File: src/rtl/mux41_rr_arbiter.sv
// rtl/mux41_rr_arbiter.sv - 4:1 round-robin arbiter with registered output stage
// Optional per-input saturating grant counters when MUX41_ARB_STATS_EN is defined.
module mux41_rr_arbiter #(
  parameter int WIDTH = 4
) (
  input  logic             clk,
  input  logic             reset,
  input  logic [WIDTH-1:0] in0,
  input  logic [WIDTH-1:0] in1,
  input  logic [WIDTH-1:0] in2,
  input  logic [WIDTH-1:0] in3,
  input  logic             in0_valid,
  input  logic             in1_valid,
  input  logic             in2_valid,
  input  logic             in3_valid,
  input  logic             out_ready,
  output logic [3:0]       grant,
  output logic [1:0]       select,
  output logic [WIDTH-1:0] data_out,
  output logic             out_valid
`ifdef MUX41_ARB_STATS_EN
  ,
  output logic [6:0]       grant_cnt0,
  output logic [6:0]       grant_cnt1,
  output logic [6:0]       grant_cnt2,
  output logic [6:0]       grant_cnt3
`endif
);

  logic [1:0]       ptr_q, ptr_d;
  logic [1:0]       select_q, select_d;
  logic [WIDTH-1:0] data_q, data_d;
  logic             valid_q, valid_d;

  logic [3:0]       req;
  logic             load;
  logic             found;
  logic [1:0]       idx;
  logic [1:0]       win;
  logic [WIDTH-1:0] win_word;

  assign req  = {in3_valid, in2_valid, in1_valid, in0_valid};
  assign load = !valid_q || out_ready;

  // First valid requester at or after ptr, wrapping modulo 4.
  always_comb begin
    found = 1'b0;
    win   = ptr_q;
    idx   = ptr_q;
    for (int i = 0; i < 4; i++) begin
      idx = ptr_q + 2'(i);
      if (!found && req[idx]) begin
        found = 1'b1;
        win   = idx;
      end
    end
  end

  always_comb begin
    win_word = in0;
    case (win)
      2'd0: win_word = in0;
      2'd1: win_word = in1;
      2'd2: win_word = in2;
      2'd3: win_word = in3;
      default: win_word = in0;
    endcase
  end

  always_comb begin
    grant    = 4'b0000;
    ptr_d    = ptr_q;
    select_d = select_q;
    data_d   = data_q;
    valid_d  = valid_q;
    if (!reset && load) begin
      if (found) begin
        grant[win] = 1'b1;
        ptr_d      = win + 2'd1;
        select_d   = win;
        data_d     = win_word;
        valid_d    = 1'b1;
      end else begin
        valid_d = 1'b0;
      end
    end
  end

  always_ff @(posedge clk) begin
    if (reset) begin
      ptr_q    <= 2'd0;
      select_q <= 2'd0;
      data_q   <= '0;
      valid_q  <= 1'b0;
    end else begin
      ptr_q    <= ptr_d;
      select_q <= select_d;
      data_q   <= data_d;
      valid_q  <= valid_d;
    end
  end

  assign select    = select_q;
  assign data_out  = data_q;
  assign out_valid = valid_q;

`ifdef MUX41_ARB_STATS_EN
  logic [6:0] cnt_q [4];
  logic [6:0] cnt_d [4];

  // Counters stick at 127 rather than wrapping.
  always_comb begin
    for (int k = 0; k < 4; k++) begin
      cnt_d[k] = cnt_q[k];
      if (grant[k] && (cnt_q[k] != 7'd127)) begin
        cnt_d[k] = cnt_q[k] + 7'd1;
      end
    end
  end

  always_ff @(posedge clk) begin
    for (int k = 0; k < 4; k++) begin
      if (reset) begin
        cnt_q[k] <= 7'd0;
      end else begin
        cnt_q[k] <= cnt_d[k];
      end
    end
  end

  assign grant_cnt0 = cnt_q[0];
  assign grant_cnt1 = cnt_q[1];
  assign grant_cnt2 = cnt_q[2];
  assign grant_cnt3 = cnt_q[3];
`endif

endmodule

File: config.mk
export PLATFORM = sky130hd
export DESIGN_NAME = mux41_rr_arbiter
export DESIGN_NICKNAME = d
export VERILOG_FILES = /design/src/rtl/mux41_rr_arbiter.sv
export SDC_FILE = /design/constraint.sdc
export NUM_CORES = 1
export LEC_CHECK = 0
export ABC_AREA = 0
export CORE_ASPECT_RATIO = 0.9
export CORE_MARGIN = 5
export CORE_UTILIZATION = 40
export CTS_CLUSTER_SIZE = 12
export DETAILED_ROUTE_END_ITERATION = 8
export PLACE_DENSITY = 0.85
export SYNTH_ARGS = -nofsm -noshare
export SYNTH_HDL_FRONTEND = slang
export SYNTH_SLANG_ARGS = --single-unit
File: constraint.sdc
create_clock -name clk -period 5.34 [get_ports clk]
set_input_delay 1.068 -clock clk [delete_from_list [all_inputs] [get_ports clk]]
set_output_delay 1.068 -clock clk [all_outputs]
set_load 0.03 [all_outputs]
* After elaboration in Yosys (flattened, before gate mapping) *
Cells that the tools add are included.

cells by class
  add/subtract/negate cells = 4
  magnitude comparators = 6
  eq/ne operators = 3
  muxes and demuxes = 21
  reduce and logical (&&, ||, !) cells = 13

operators by type and width
  kind                   count
  $pmux W4 S4            1
  $lt A2 B3 Y1 const B   5
  $mux W1                10
  $bmux W1 S2            4
  $mux W4                2
  $mux W2                3
  $logic_and A1 B1 Y1    5
  $logic_not A1 Y1       5
  $add A2 B1 Y2 const B  2
  $add A2 B2 Y2 const B  2
  $eq A2 B2 Y1 const B   2
  $demux W1 S2           1
  $eq A2 B1 Y1 const B   1
  $ge A2 B1 Y1 const B   1
  $logic_not A2 Y1       1
  $reduce_and A2 Y1      1
  $logic_or A1 B1 Y1     1

storage, ports and cells
  register bits = 9
  input bits = 23
  output and inout port bits = 11
  logic and storage cells = 51

* Longest topological paths before layout *
  word-level depth = 18
  mapped depth = 9
  gate-level depth less buffers = 9

* Worst setup path after synthesis *
OpenSTA, ideal clock, no wires.

  path type = input port to output port
  start point = input in2_valid
  end point = output grant[3]
  arrival = 2.146 ns
  slack = 2.126 ns
  cell stages on the path = 6
  path buffers = 0
  cell sequence = or2_1 > a21oi_1 > o31a_1 > inv_1 > ha_1 > and2_1

on the way
  word-level cells in the longest chain between the ends = 18
  elaborated cells between the ends (all ways) = 28

ends and longest elaborated chain
  element                                                             line  source
  from (decl)                                                         14    input logic in2_valid,
  $bmux W1 S2                                                         52    if (!found && req[idx]) begin
  $mux W1 (not written as such)                                       52
  $mux W1                                                             52
  $logic_not A1 Y1                                                    52
  $logic_and A1 B1 Y1                                                 52
  $mux W1                                                             52
  $logic_not A1 Y1                                                    52
  $logic_and A1 B1 Y1                                                 52
  (+3 left out)                                                       --
  $mux W2 *                                                           52
  net win[1]                                                          39    logic [1:0] win;
  $lt A2 B3 Y1 (not written as such) or $ge A2 B1 Y1 (tied branches)  78    grant[win] = 1'b1;
  $logic_and A1 B1 Y1 (not written as such)                           78
  $mux W1 (not written as such)                                       78
  $demux W1 S2 *                                                      78
  $mux W4 *                                                           77    if (found) begin
  $mux W4 *                                                           76    if (!reset && load) begin
  to (decl)                                                           17    output logic [3:0] grant,

Mark *: on every way through the listed nets, which the timed path passes. The rest lies on a longest branch. The select of a mux whose other input is x is not followed.

* Final worst setup path *
  start point = input in0_valid
  end point = output grant[2]

on the way
  word-level cells in the longest chain between the ends = 18
  elaborated cells between the ends (all ways) = 28

ends and longest elaborated chain
  element                                                             line  source
  from (decl)                                                         12    input logic in0_valid,
  $bmux W1 S2                                                         52
  $mux W1 (not written as such)                                       52
  $mux W1                                                             52
  $logic_not A1 Y1                                                    52
  $logic_and A1 B1 Y1                                                 52
  $mux W1                                                             52
  $logic_not A1 Y1                                                    52
  $logic_and A1 B1 Y1                                                 52
  (+3 left out)                                                       --
  $mux W2 *                                                           52
  net win[0]                                                          39
  $lt A2 B3 Y1 (not written as such) or $ge A2 B1 Y1 (tied branches)  78
  $logic_and A1 B1 Y1 (not written as such)                           78
  $mux W1 (not written as such)                                       78
  $demux W1 S2 *                                                      78
  $mux W4 *                                                           77
  $mux W4 *                                                           76

Marked as above.

==> flow_summary.ini <==
[synthesis]
syn_area_um2 = 633
avgSynthCellArea_um2 = 9.04
yosysWarnings = 0
synth_seq_cells = 9
post_synth_num_cell_types = 26
syn_inst = 70
syn-num-nets = 98
ys_seq_area_share_pct = 28.5

[detailed_routing]
vias = 621
wl_mm = 1.57
drt_iter0_markers = 28
dr.pass1.iters = 4
drcViolationCount = 0
viasPerCell = 4.89
wire_per_inst_um = 12.4
final_antenna_net_count = 0

[die]
die_area_um2 = 2480
fp-row-count = 13
core_area_um2 = 1480
die_x_um = 51.9
die_y_um = 47.7
start_util_pct = 42.8
design.portCount = 34

[sta]
rsz0062_at_grt = no
tns_ns = 0
slew_viol_final = 0
setup_viol = 0
fmax_mhz = 227
tightest_slew_ns = 0.401
final_hold_viol_count = 0
min_period_over_period_pct = 82.4
min_period_ns = 4.40
maxSlewHeadroom_pct = 73.1
fin_worst_skew_ns = 0.000308

[layout]
num_antenna_cells = 0
fill_cells = 135
area_delta_synth_final_pct = 58.7
nets = 134
drive_gt1_share_pct = 7.62
multi_input_area_um2 = 403
seq_area_um2 = 180
stdcell_count = 127
design_area_um2 = 1000

[placement]
placed_area_um2 = 978
io_buffers = 33
numPlacedInstances = 123
dpl.hpwl_mm = 1.32
place_congestion = 0.752

[power_and_ir_drop]
intPower_mw = 0.157
p_comb_share_pct = 45.0
seq_power_share_pct = 34.1
cellPowerDensity_nw_per_um2 = 234
clockPowerShare_pct = 20.9
power.leakage_nw = 0.432
switching_share_pct = 33.1
p_sw_mw = 0.0776
peakVddDrop_mv = 0.177

[clock_tree]
hold_buffers = 0
clock_path_buffers = 2
cts.sinks = 9
root_buffer = clkbuf_4
cts_setup_buffers = 0
cts_tree = built
clk_pin_slew_ns = 0.06
cts_buffers = 3
htree_levels = 1
cts-resized-gates = 0
clk_latency_ns = 0.25

[global_route]
antenna_found_initial = 0
grt_pass1_vias = 606
grt_overflow_total = 0
grt_first_pass_wirelength_mm = 2.51
grt_max_degree = 16
track_usage_pct = 13.7

[worst_setup_path]
rrSetupSlack_ns = 3.15
crit_chain = clkdlybuf4s50_1 > nor2b_1 > a21oi_1 > o211a_1 > inv_1 > ha_1 > and2_1 > clkdlybuf4s50_1
cp_slowest_cell = clkdlybuf4s50_1
crit_required_ns = 4.27
slowest_delay_ns = 0.67
critPathKind = input port to primary output
crit_path_frequent_cell = clkdlybuf4s50_1
crit_fanout = 5
arrival_ns = 3.33
start_kind = input port
cp-end-kind = primary output
reg2reg_depth = 9
r2r-end = data_out[2]
reg2reg_from = ptr_q[1]

[hold_path]
worstHoldEndpoint = select[1]
hold_class = flop to flop
worstHoldStart = select[1]
min_path_cells = 2

[flow_run]
cap_violations = 0

[status]
status = completed
-- flip-flops by register name, indices dropped and copies added, names as in the netlist --
signal and count:
select 2, data_out 4, out_valid 1, ptr_q 2
-- power by group through the flow --
stage,sequential (mW),clock [mW],combinational [mW]
after global routing,0.0806,0.0575,0.115
after detailed placement,0.0813,0,0.106
after floorplan,0.0918,0,0.0533
after global placement,0.0812,0,0.104
final,0.0800,0.0490,0.106
after CTS,0.0799,0.0516,0.107
-- stage by stage --
| step | worst slack (ns) | power [mW] | utilization [%] | hold slack, ns |
|---|---|---|---|---|
| after floorplan | 2.13 | 0.145 | - | 0.515 |
| after global placement | 1.03 | 0.185 | 66.1 | 0.448 |
| after detailed placement | 0.944 | 0.187 | 66.1 | 0.468 |
| after CTS | 0.945 | 0.238 | 67.9 | 0.478 |
| after global routing | 0.812 | 0.253 | 67.9 | 0.515 |
| final | 0.941 | 0.235 | 67.9 | 0.466 |
-- logic make-up after synthesis --
logic type                 count (synthesis)  synth area share (%)
DFF                                        9                  28.5
buffers and inverters                     11                  7.90
muxes                                      9                  14.2
AOI/OAI and AO/OA                         16                  19.4
and+or+nand+nor                           20                  20.2
adders and majority gates                  5                  9.88
-- routing by layer --
layer	part of all wire (%)	vias to the layer above	global-route usage, %
li1	-	316	-
met1	45	282	16.7
met2	45	23	23.3
met3	11	0	4.05
met4	0	0	4.71
met5	0	-	0
-- cell usage after synthesis (all sizes together) --
| library cell | instances | area, um^2 |
|---|---|---|
| buf | 3 | 20.0 |
| a21oi | 5 | 25.0 |
| ha | 5 | 62.6 |
| nand2b | 1 | 6.26 |
| inv | 8 | 30.0 |
| dfxtp | 9 | 180 |
| nor4 | 1 | 12.5 |
| mux2i | 9 | 90.1 |
| nor2 | 6 | 25.0 |
| and2 | 4 | 25.0 |
| a211oi | 1 | 12.5 |
| a222oi | 4 | 40.0 |
| o21ai | 2 | 10.0 |
| nor2b | 3 | 18.8 |
| nor3b | 2 | 26.3 |
| o211a | 1 | 10.0 |
| or2 | 1 | 6.26 |
| o31a | 1 | 8.76 |
| nand2 | 2 | 7.51 |
| a211o | 1 | 8.76 |
| a21o | 1 | 7.51 |
-- worst max path at each step --
stage	startpoint	endpoint	slack, ns	depth (start not counted)
CTS	in0_valid	grant[2]	0.95	8
floorplan	in2_valid	grant[3]	2.13	6
finish	in0_valid	grant[2]	0.94	8
detailed placement	in0_valid	grant[2]	0.94	8
global placement	in0_valid	grant[2]	1.03	8
global route	in0_valid	grant[2]	0.81	8
-- worst max-delay path, delay by kind of cell --
kind | cells | cell delay, ns
AOI/OAI and AO/OA | 2 | 0.33
adders and majority gates | 1 | 0.24
and+or+nand+nor | 2 | 0.35
buffers and inverters | 3 | 1.34
-- placed cells by master (no fill, tap or decap), drive strengths merged --
master and instances:
clkdlybuf4s50 33, nor4 1, o211a 1, nand2b 1
a222oi 4, a211o 1, or2 1, mux2i 9
o31a 1, dfxtp 9, ha 5, clkbuf 4
inv 8, a21o 1, buf 1, nor3b 2
nand2 2, nor2 6, a21oi 5, o21ai 2
nor2b 3, a211oi 1, and2 4
-- layout make-up --
type	instances	area share [%]
Inverter	8	2.99
Timing Repair Buffer	34	33.6
Clock buffer	4	2.62
Tap cell	22	2.74
Sequential cell	9	17.9
Multi-Input combinational cell	50	40.1
Note: power is estimated with default switching activity, not from simulation.
